`src/rtl/sd4_mac_pkg.sv`:
```
// Shared widths and arithmetic helpers for the SD4 MAC alignment/accumulate datapath.
package sd4_mac_pkg;
    localparam int EXP_W      = 5;
    localparam int PP_W       = 5;
    localparam int ALIGN_W    = 16;
    localparam int ACC_W      = 24;
    localparam int LANES_DEF  = 9;
    localparam int LANE_SUM_W = ALIGN_W + $clog2(LANES_DEF);

    typedef struct packed {
        logic                    sat;
        logic signed [ACC_W-1:0] val;
    } sat_res_t;

    function automatic sat_res_t sat_add(input logic signed [ACC_W-1:0] a,
                                         input logic signed [ACC_W-1:0] b);
        logic signed [ACC_W:0] s;
        sat_res_t              r;
        s     = {a[ACC_W-1], a} + {b[ACC_W-1], b};
        r.sat = (s[ACC_W] != s[ACC_W-1]);
        if (!r.sat)
            r.val = s[ACC_W-1:0];
        else if (s[ACC_W])
            r.val = {1'b1, {(ACC_W-1){1'b0}}};
        else
            r.val = {1'b0, {(ACC_W-1){1'b1}}};
        return r;
    endfunction

    function automatic logic [EXP_W-1:0] max_exp(input logic [EXP_W-1:0] a,
                                                 input logic [EXP_W-1:0] b);
        return (a > b) ? a : b;
    endfunction
endpackage

```
`src/rtl/pp_lane_align.sv`:
```
// One lane: place the signed pp at the MSBs and shift it down to the beat's max exponent.
// Purely combinational; shifts past the lane width flush to zero.
module pp_lane_align
    import sd4_mac_pkg::*;
(
    input  logic [EXP_W-1:0]          exp_i,
    input  logic [EXP_W-1:0]          exp_max_i,
    input  logic signed [PP_W-1:0]    pp_i,
    input  logic                      en_i,
    output logic signed [ALIGN_W-1:0] aligned_o
);
    logic [EXP_W-1:0]          d;
    logic signed [ALIGN_W-1:0] placed;

    assign d      = exp_max_i - exp_i;
    assign placed = {pp_i, {(ALIGN_W-PP_W){1'b0}}};

    always_comb begin
        aligned_o = '0;
        if (en_i && (int'(d) < ALIGN_W))
            aligned_o = placed >>> d;
    end
endmodule

```
`src/rtl/pp_align_accum.sv`:
```
// Align LANES partial products to a common exponent, sum, and accumulate beats until in_last.
// Latency 3 cycles; a held result (out_valid && !out_ready) freezes every stage and drops in_ready.
module pp_align_accum
    import sd4_mac_pkg::*;
#(
    parameter int LANES = LANES_DEF
) (
    input  logic                     clk,
    input  logic                     rst,
    input  logic                     in_valid,
    output logic                     in_ready,
    input  logic                     in_last,
    input  logic [LANES-1:0]         in_lane_en,
    input  logic [LANES*EXP_W-1:0]   in_exp,
    input  logic [LANES*PP_W-1:0]    in_pp,
    output logic                     out_valid,
    input  logic                     out_ready,
    output logic signed [ACC_W-1:0]  out_sum,
    output logic [EXP_W-1:0]         out_exp,
    output logic                     out_sat
);
    localparam int SUM_W = ALIGN_W + $clog2(LANES);

    logic                      en;
    logic [EXP_W-1:0]          eb_d;
    logic                      s1_vld_q, s1_last_q, s1_zero_q;
    logic [LANES-1:0]          s1_en_q;
    logic [LANES*EXP_W-1:0]    s1_exp_q;
    logic [LANES*PP_W-1:0]     s1_pp_q;
    logic [EXP_W-1:0]          s1_eb_q;
    logic signed [ALIGN_W-1:0] aligned [LANES];
    logic signed [SUM_W-1:0]   sum_d, s2_sum_q;
    logic                      s2_vld_q, s2_last_q, s2_zero_q;
    logic [EXP_W-1:0]          s2_eb_q;
    logic signed [ACC_W-1:0]   acc_q, acc_d, acc_al, beat_al;
    logic [EXP_W-1:0]          acc_exp_q, acc_exp_d, e_max, da, db;
    logic                      busy_q, sat_q, sat_d;
    sat_res_t                  add_r;
    logic                      out_vld_q, out_sat_q;
    logic signed [ACC_W-1:0]   out_sum_q;
    logic [EXP_W-1:0]          out_exp_q;

    assign en       = !(out_vld_q && !out_ready);
    assign in_ready = en;

    always_comb begin
        eb_d = '0;
        for (int i = 0; i < LANES; i++)
            if (in_lane_en[i])
                eb_d = max_exp(eb_d, in_exp[i*EXP_W +: EXP_W]);
    end

    for (genvar g = 0; g < LANES; g++) begin : g_lane
        pp_lane_align u_align (
            .exp_i     (s1_exp_q[g*EXP_W +: EXP_W]),
            .exp_max_i (s1_eb_q),
            .pp_i      (s1_pp_q[g*PP_W +: PP_W]),
            .en_i      (s1_en_q[g]),
            .aligned_o (aligned[g])
        );
    end

    always_comb begin
        sum_d = '0;
        for (int i = 0; i < LANES; i++)
            sum_d = sum_d + SUM_W'(aligned[i]);
    end

    // Bring accumulator and beat to the larger exponent before the saturating add.
    always_comb begin
        e_max   = max_exp(acc_exp_q, s2_eb_q);
        da      = e_max - acc_exp_q;
        db      = e_max - s2_eb_q;
        acc_al  = '0;
        beat_al = '0;
        if (int'(da) < ACC_W)
            acc_al = acc_q >>> da;
        if (int'(db) < ACC_W)
            beat_al = ACC_W'(s2_sum_q) >>> db;
        add_r     = sat_add(acc_al, beat_al);
        acc_d     = acc_q;
        acc_exp_d = acc_exp_q;
        sat_d     = sat_q;
        if (!s2_zero_q) begin
            if (!busy_q) begin
                acc_d     = ACC_W'(s2_sum_q);
                acc_exp_d = s2_eb_q;
                sat_d     = 1'b0;
            end else begin
                acc_d     = add_r.val;
                acc_exp_d = e_max;
                sat_d     = sat_q | add_r.sat;
            end
        end
    end

    always_ff @(posedge clk) begin
        if (rst) begin
            s1_vld_q  <= 1'b0;
            s1_last_q <= 1'b0;
            s1_zero_q <= 1'b0;
            s1_en_q   <= '0;
            s1_exp_q  <= '0;
            s1_pp_q   <= '0;
            s1_eb_q   <= '0;
            s2_vld_q  <= 1'b0;
            s2_last_q <= 1'b0;
            s2_zero_q <= 1'b0;
            s2_eb_q   <= '0;
            s2_sum_q  <= '0;
            acc_q     <= '0;
            acc_exp_q <= '0;
            busy_q    <= 1'b0;
            sat_q     <= 1'b0;
            out_vld_q <= 1'b0;
            out_sum_q <= '0;
            out_exp_q <= '0;
            out_sat_q <= 1'b0;
        end else if (en) begin
            s1_vld_q  <= in_valid;
            s1_last_q <= in_last;
            s1_zero_q <= ~|in_lane_en;
            s1_en_q   <= in_lane_en;
            s1_exp_q  <= in_exp;
            s1_pp_q   <= in_pp;
            s1_eb_q   <= eb_d;
            s2_vld_q  <= s1_vld_q;
            s2_last_q <= s1_last_q;
            s2_zero_q <= s1_zero_q;
            s2_eb_q   <= s1_eb_q;
            s2_sum_q  <= sum_d;
            out_vld_q <= 1'b0;
            if (s2_vld_q) begin
                if (s2_last_q) begin
                    out_vld_q <= 1'b1;
                    out_sum_q <= acc_d;
                    out_exp_q <= acc_exp_d;
                    out_sat_q <= sat_d;
                    acc_q     <= '0;
                    acc_exp_q <= '0;
                    sat_q     <= 1'b0;
                    busy_q    <= 1'b0;
                end else begin
                    acc_q     <= acc_d;
                    acc_exp_q <= acc_exp_d;
                    sat_q     <= sat_d;
                    busy_q    <= busy_q | ~s2_zero_q;
                end
            end
        end
    end

    assign out_valid = out_vld_q;
    assign out_sum   = out_sum_q;
    assign out_exp   = out_exp_q;
    assign out_sat   = out_sat_q;
endmodule

```
`config.mk`:
```
export PLATFORM = sky130hd
export DESIGN_NAME = pp_align_accum
export DESIGN_NICKNAME = d
export VERILOG_FILES = /design/src/rtl/sd4_mac_pkg.sv /design/src/rtl/pp_lane_align.sv /design/src/rtl/pp_align_accum.sv
export SDC_FILE = /design/constraint.sdc
export NUM_CORES = 1
export LEC_CHECK = 0
export ABC_AREA = 0
export ABC_CLOCK_PERIOD_IN_PS = 13290
export BUFFER_PORTS_ARGS = -buffer_cell sky130_fd_sc_hd__buf_2
export CORE_MARGIN = 3
export CORE_UTILIZATION = 50
export CTS_CLUSTER_DIAMETER = 40
export DETAILED_ROUTE_END_ITERATION = 12
export GPL_TIMING_DRIVEN = 1
export PLACE_DENSITY = 0.68
export SKIP_CTS_REPAIR_TIMING = 1
export SLEW_MARGIN = 5
export SYNTH_ARGS = -nofsm -noshare
export SYNTH_HDL_FRONTEND = slang
export SYNTH_SLANG_ARGS = --single-unit
```
`constraint.sdc`:
```
create_clock -name clk -period 13.29 [get_ports clk]
set_input_delay 1.329 -clock clk [delete_from_list [all_inputs] [get_ports clk]]
set_output_delay 1.329 -clock clk [all_outputs]
set_load 0.01 [all_outputs]
```
==> results.json <==
{
  "irDropWorstVdd_v": 0.000186,
  "critPathBufInv": 1,
  "clkLatencyLatePin_ps": 490,
  "via_count": 19822,
  "numCtsBuffers": 17,
  "area_growth_syn_to_layout_pct": 7.58,
  "io_pins": 136,
  "path_depth": 56,
  "synth_top_cell_area_share": 0.187,
  "place_congestion": 1.02,
  "path_max_fanout": 9,
  "cpPeakStageDelay_ps": 410,
  "syn_area_mm2": 0.0211,
  "core-area_mm2": 0.0412,
  "async_flop_share": 0,
  "ant_nets": 0,
  "cts_tree": "yes",
  "ys_seq_area_frac": 0.187,
  "powerDensity_mw_per_mm2": 220,
  "overflow": 0,
  "synthTopCellsByArea": "dfxtp_1, fa_1, nand2_1, ha_1, a21oi_1",
  "rr_endpoint": "out_sat",
  "nets": 3151,
  "total_power_mw": 4.99,
  "clk_pin_slew_ps": 90,
  "insertedDiodeCount": 0,
  "fmax_mhz": 79.2,
  "crit_path_top_delay_cell": "o21ai_1",
  "leakagePower_nw": 10.3,
  "syn_area_per_cell_um2": 7.63,
  "placementRows": 74,
  "ys_types": 77,
  "antenna_found_initial": 0,
  "die_area_mm2": 0.0446,
  "dieWidth_um": 211,
  "drt_iter0_markers": 1956,
  "fin_crit_ps": 12630,
  "crit_top_cell": "ha_1",
  "max_slew.worst_pin.slew_ps": 1130,
  "grt_pass1_wl_um": 104000,
  "drc": 0,
  "arrival_ps": 13020,
  "setup_viol": 0,
  "finalCritPeriodShare": 0.950,
  "netlist.top_cell.by_area": "dfxtp_1",
  "reg2reg_from": "s2_eb_q[1]",
  "cp_top_family": "compound AO/OA/AOI/OAI gates",
  "status": "complete, no violations",
  "root_buffer": "clkbuf_16",
  "cts.path.max_buffers": 2,
  "grt_usage": 0.294,
  "final_util": 0.550,
  "syn-num-nets": 3123,
  "drt-vias-per-instance": 5.95,
  "synth-main-ff-cell": "dfxtp_1",
  "die_y_um": 211,
  "crit_required_ps": 13680,
  "synthCells": 2759,
  "place_area_mm2": 0.0220,
  "h-tree-depth": 4,
  "drtPass1Iterations": 6,
  "max_slew_margin": 0.242,
  "yosysWarningCount": 0,
  "crit_type": "in -> reg",
  "ff2ff_setup_slack_ps": 5050,
  "grt_max_degree": 84,
  "final_layout_size_suffix_gt1_frac": 0.110,
  "maxCapViolations": 0,
  "dp.cells": 3298,
  "ys_seq_elements": 197,
  "wl_per_cell_um": 19.6,
  "end_kind": "flip-flop",
  "hold_viol": 0,
  "grt_pass1_vias": 19015,
  "drt-total-wl_um": 65400,
  "synth_edf_count": 0,
  "dpl.hpwl_um": 52200,
  "cts_sinks": 197,
  "layoutNonFillerInstCount": 3332,
  "portBuffers": 135,
  "rr_worst_depth": 27,
  "slew_violations": 0,
  "fin_skew_ps": 18.1,
  "critPathLaunch": "in_lane_en[0]",
  "stdcell_area_mm2": 0.0226,
  "endpoint": "s1_eb_q[4]",
  "hp-class": "reg -> reg",
  "start_util": 0.511,
  "start_kind": "input pin"
}
[synth_stat cells, types with 8 or more instances]
cell,instances
a21oi_1,284
a31oi_1,21
nand3_1,58
o22ai_1,9
o21bai_1,14
nand2_1,536
a21o_1,61
xnor2_1,57
nor3_1,26
and3_1,26
clkbuf_1,123
a211oi_1,27
dfxtp_1,197
inv_1,198
a32oi_1,10
o21a_1,22
nor2_1,144
mux2i_1,83
nand4_1,11
xor2_1,40
buf_1,14
a221o_1,9
or3_1,12
a22o_1,8
nor2b_1,24
nand2b_1,20
and2_1,24
o21ai_0,190
fa_1,127
o211ai_1,22
mux4_2,15
mux2_2,50
o21ai_1,16
ha_1,133
mux2_4,12
o31ai_1,22
[report_power, final]
| part | total (mW) | internal, mW | switching, mW |
|---|---|---|---|
| clock network | 0.540 | 0.255 | 0.285 |
| registers | 0.736 | 0.642 | 0.0946 |
| logic | 3.71 | 1.42 | 2.30 |
[through the flow]
stage | worst slack, ps | hold WS [ps] | TNS, ps
global placement | 127 | 436 | 0
global route | -75.4 | 469 | -150
floorplan | 915 | 432 | 0
finish | 658 | 452 | 0
CTS | 222 | 452 | 0
detailed placement | -262 | 441 | -1000
[layer usage]
metal  track usage  part of all wire
met2         0.441              0.43
met3        0.0649             0.084
met1         0.430              0.47
met4        0.0767             0.020
met5             0                 0
[cell families after synthesis]
group,after synthesis,share of synthesized area
AO/OA/AOI/OAI,780,0.226
XOR/XNOR,98,0.0417
adder cells (fa/ha/maj),273,0.206
buffers and inverters,345,0.0632
flip-flops,197,0.187
multiplexers,160,0.0908
AND/OR/NAND/NOR,906,0.185
[area by class of cell]
type / count / area (um2)
clock inverter: 15 / 173
sequential: 197 / 3940
timing repair buffer: 155 / 828
inverter: 199 / 749
multi-input combinational: 2217 / 15900
tap: 532 / 666
clock buffer: 17 / 425
fill: 4010 / 18600
[how the worst min path moves through the flow]
| stage | startpoint | endpoint | slack, ps | depth (start not counted) |
|---|---|---|---|---|
| finish | out_sum[18] | out_sum[18] | 450 | 2 |
| floorplan | s1_exp_q[11] | s1_exp_q[11] | 430 | 2 |
| global placement | out_exp[2] | out_exp[2] | 440 | 2 |
| global route | s1_vld_q | s1_vld_q | 470 | 2 |
| detailed placement | out_sum[18] | out_sum[18] | 440 | 2 |
| CTS | out_sum[18] | out_sum[18] | 450 | 2 |
[tightest hold or removal path: stages (launching register included)]
cell	delay [ps]
dfxtp_1	320
nand2_1	50
o21ai_1	50
[flip-flops by register name (all words and copies together), names as in the netlist]
name / flops
out_sum: 24
busy_q: 1
s1_en_q: 9
s1_vld_q: 1
s1_pp_q: 45
s2_sum_q: 20
s2_vld_q: 1
s2_zero_q: 1
s1_last_q: 1
sat_q: 1
s2_eb_q: 5
acc_exp_q: 5
acc_q: 24
out_valid: 1
s1_exp_q: 45
out_sat: 1
s1_eb_q: 5
out_exp: 5
s2_last_q: 1
s1_zero_q: 1
[cell usage in the layout (no fill, tap or decap), types with 7 or more instances in the layout]
cell / instances
inv_1: 197
o211ai_1: 22
mux2_2: 50
a32oi_1: 10
mux2_4: 12
nand3b_1: 7
mux2i_1: 83
mux4_2: 15
a211oi_1: 24
clkbuf_16: 17
a31oi_1: 21
nand2_1: 536
a22o_1: 8
or3_1: 12
ha_1: 133
o22ai_1: 8
o21bai_1: 11
o21a_1: 22
a21oi_1: 281
and3_1: 26
o31ai_1: 22
o21ai_1: 14
maj3_1: 7
nand2b_1: 20
dfxtp_1: 197
xnor2_1: 55
nor2_1: 144
o221ai_1: 7
nand4_1: 11
buf_2: 134
nor2b_1: 23
fa_1: 127
o21ai_0: 189
a221o_1: 9
xor2_1: 40
buf_4: 21
a21o_1: 61
nor3_1: 26
and2_1: 24
nand3_1: 58
No activity file was read; power rests on OpenSTA's default activity.
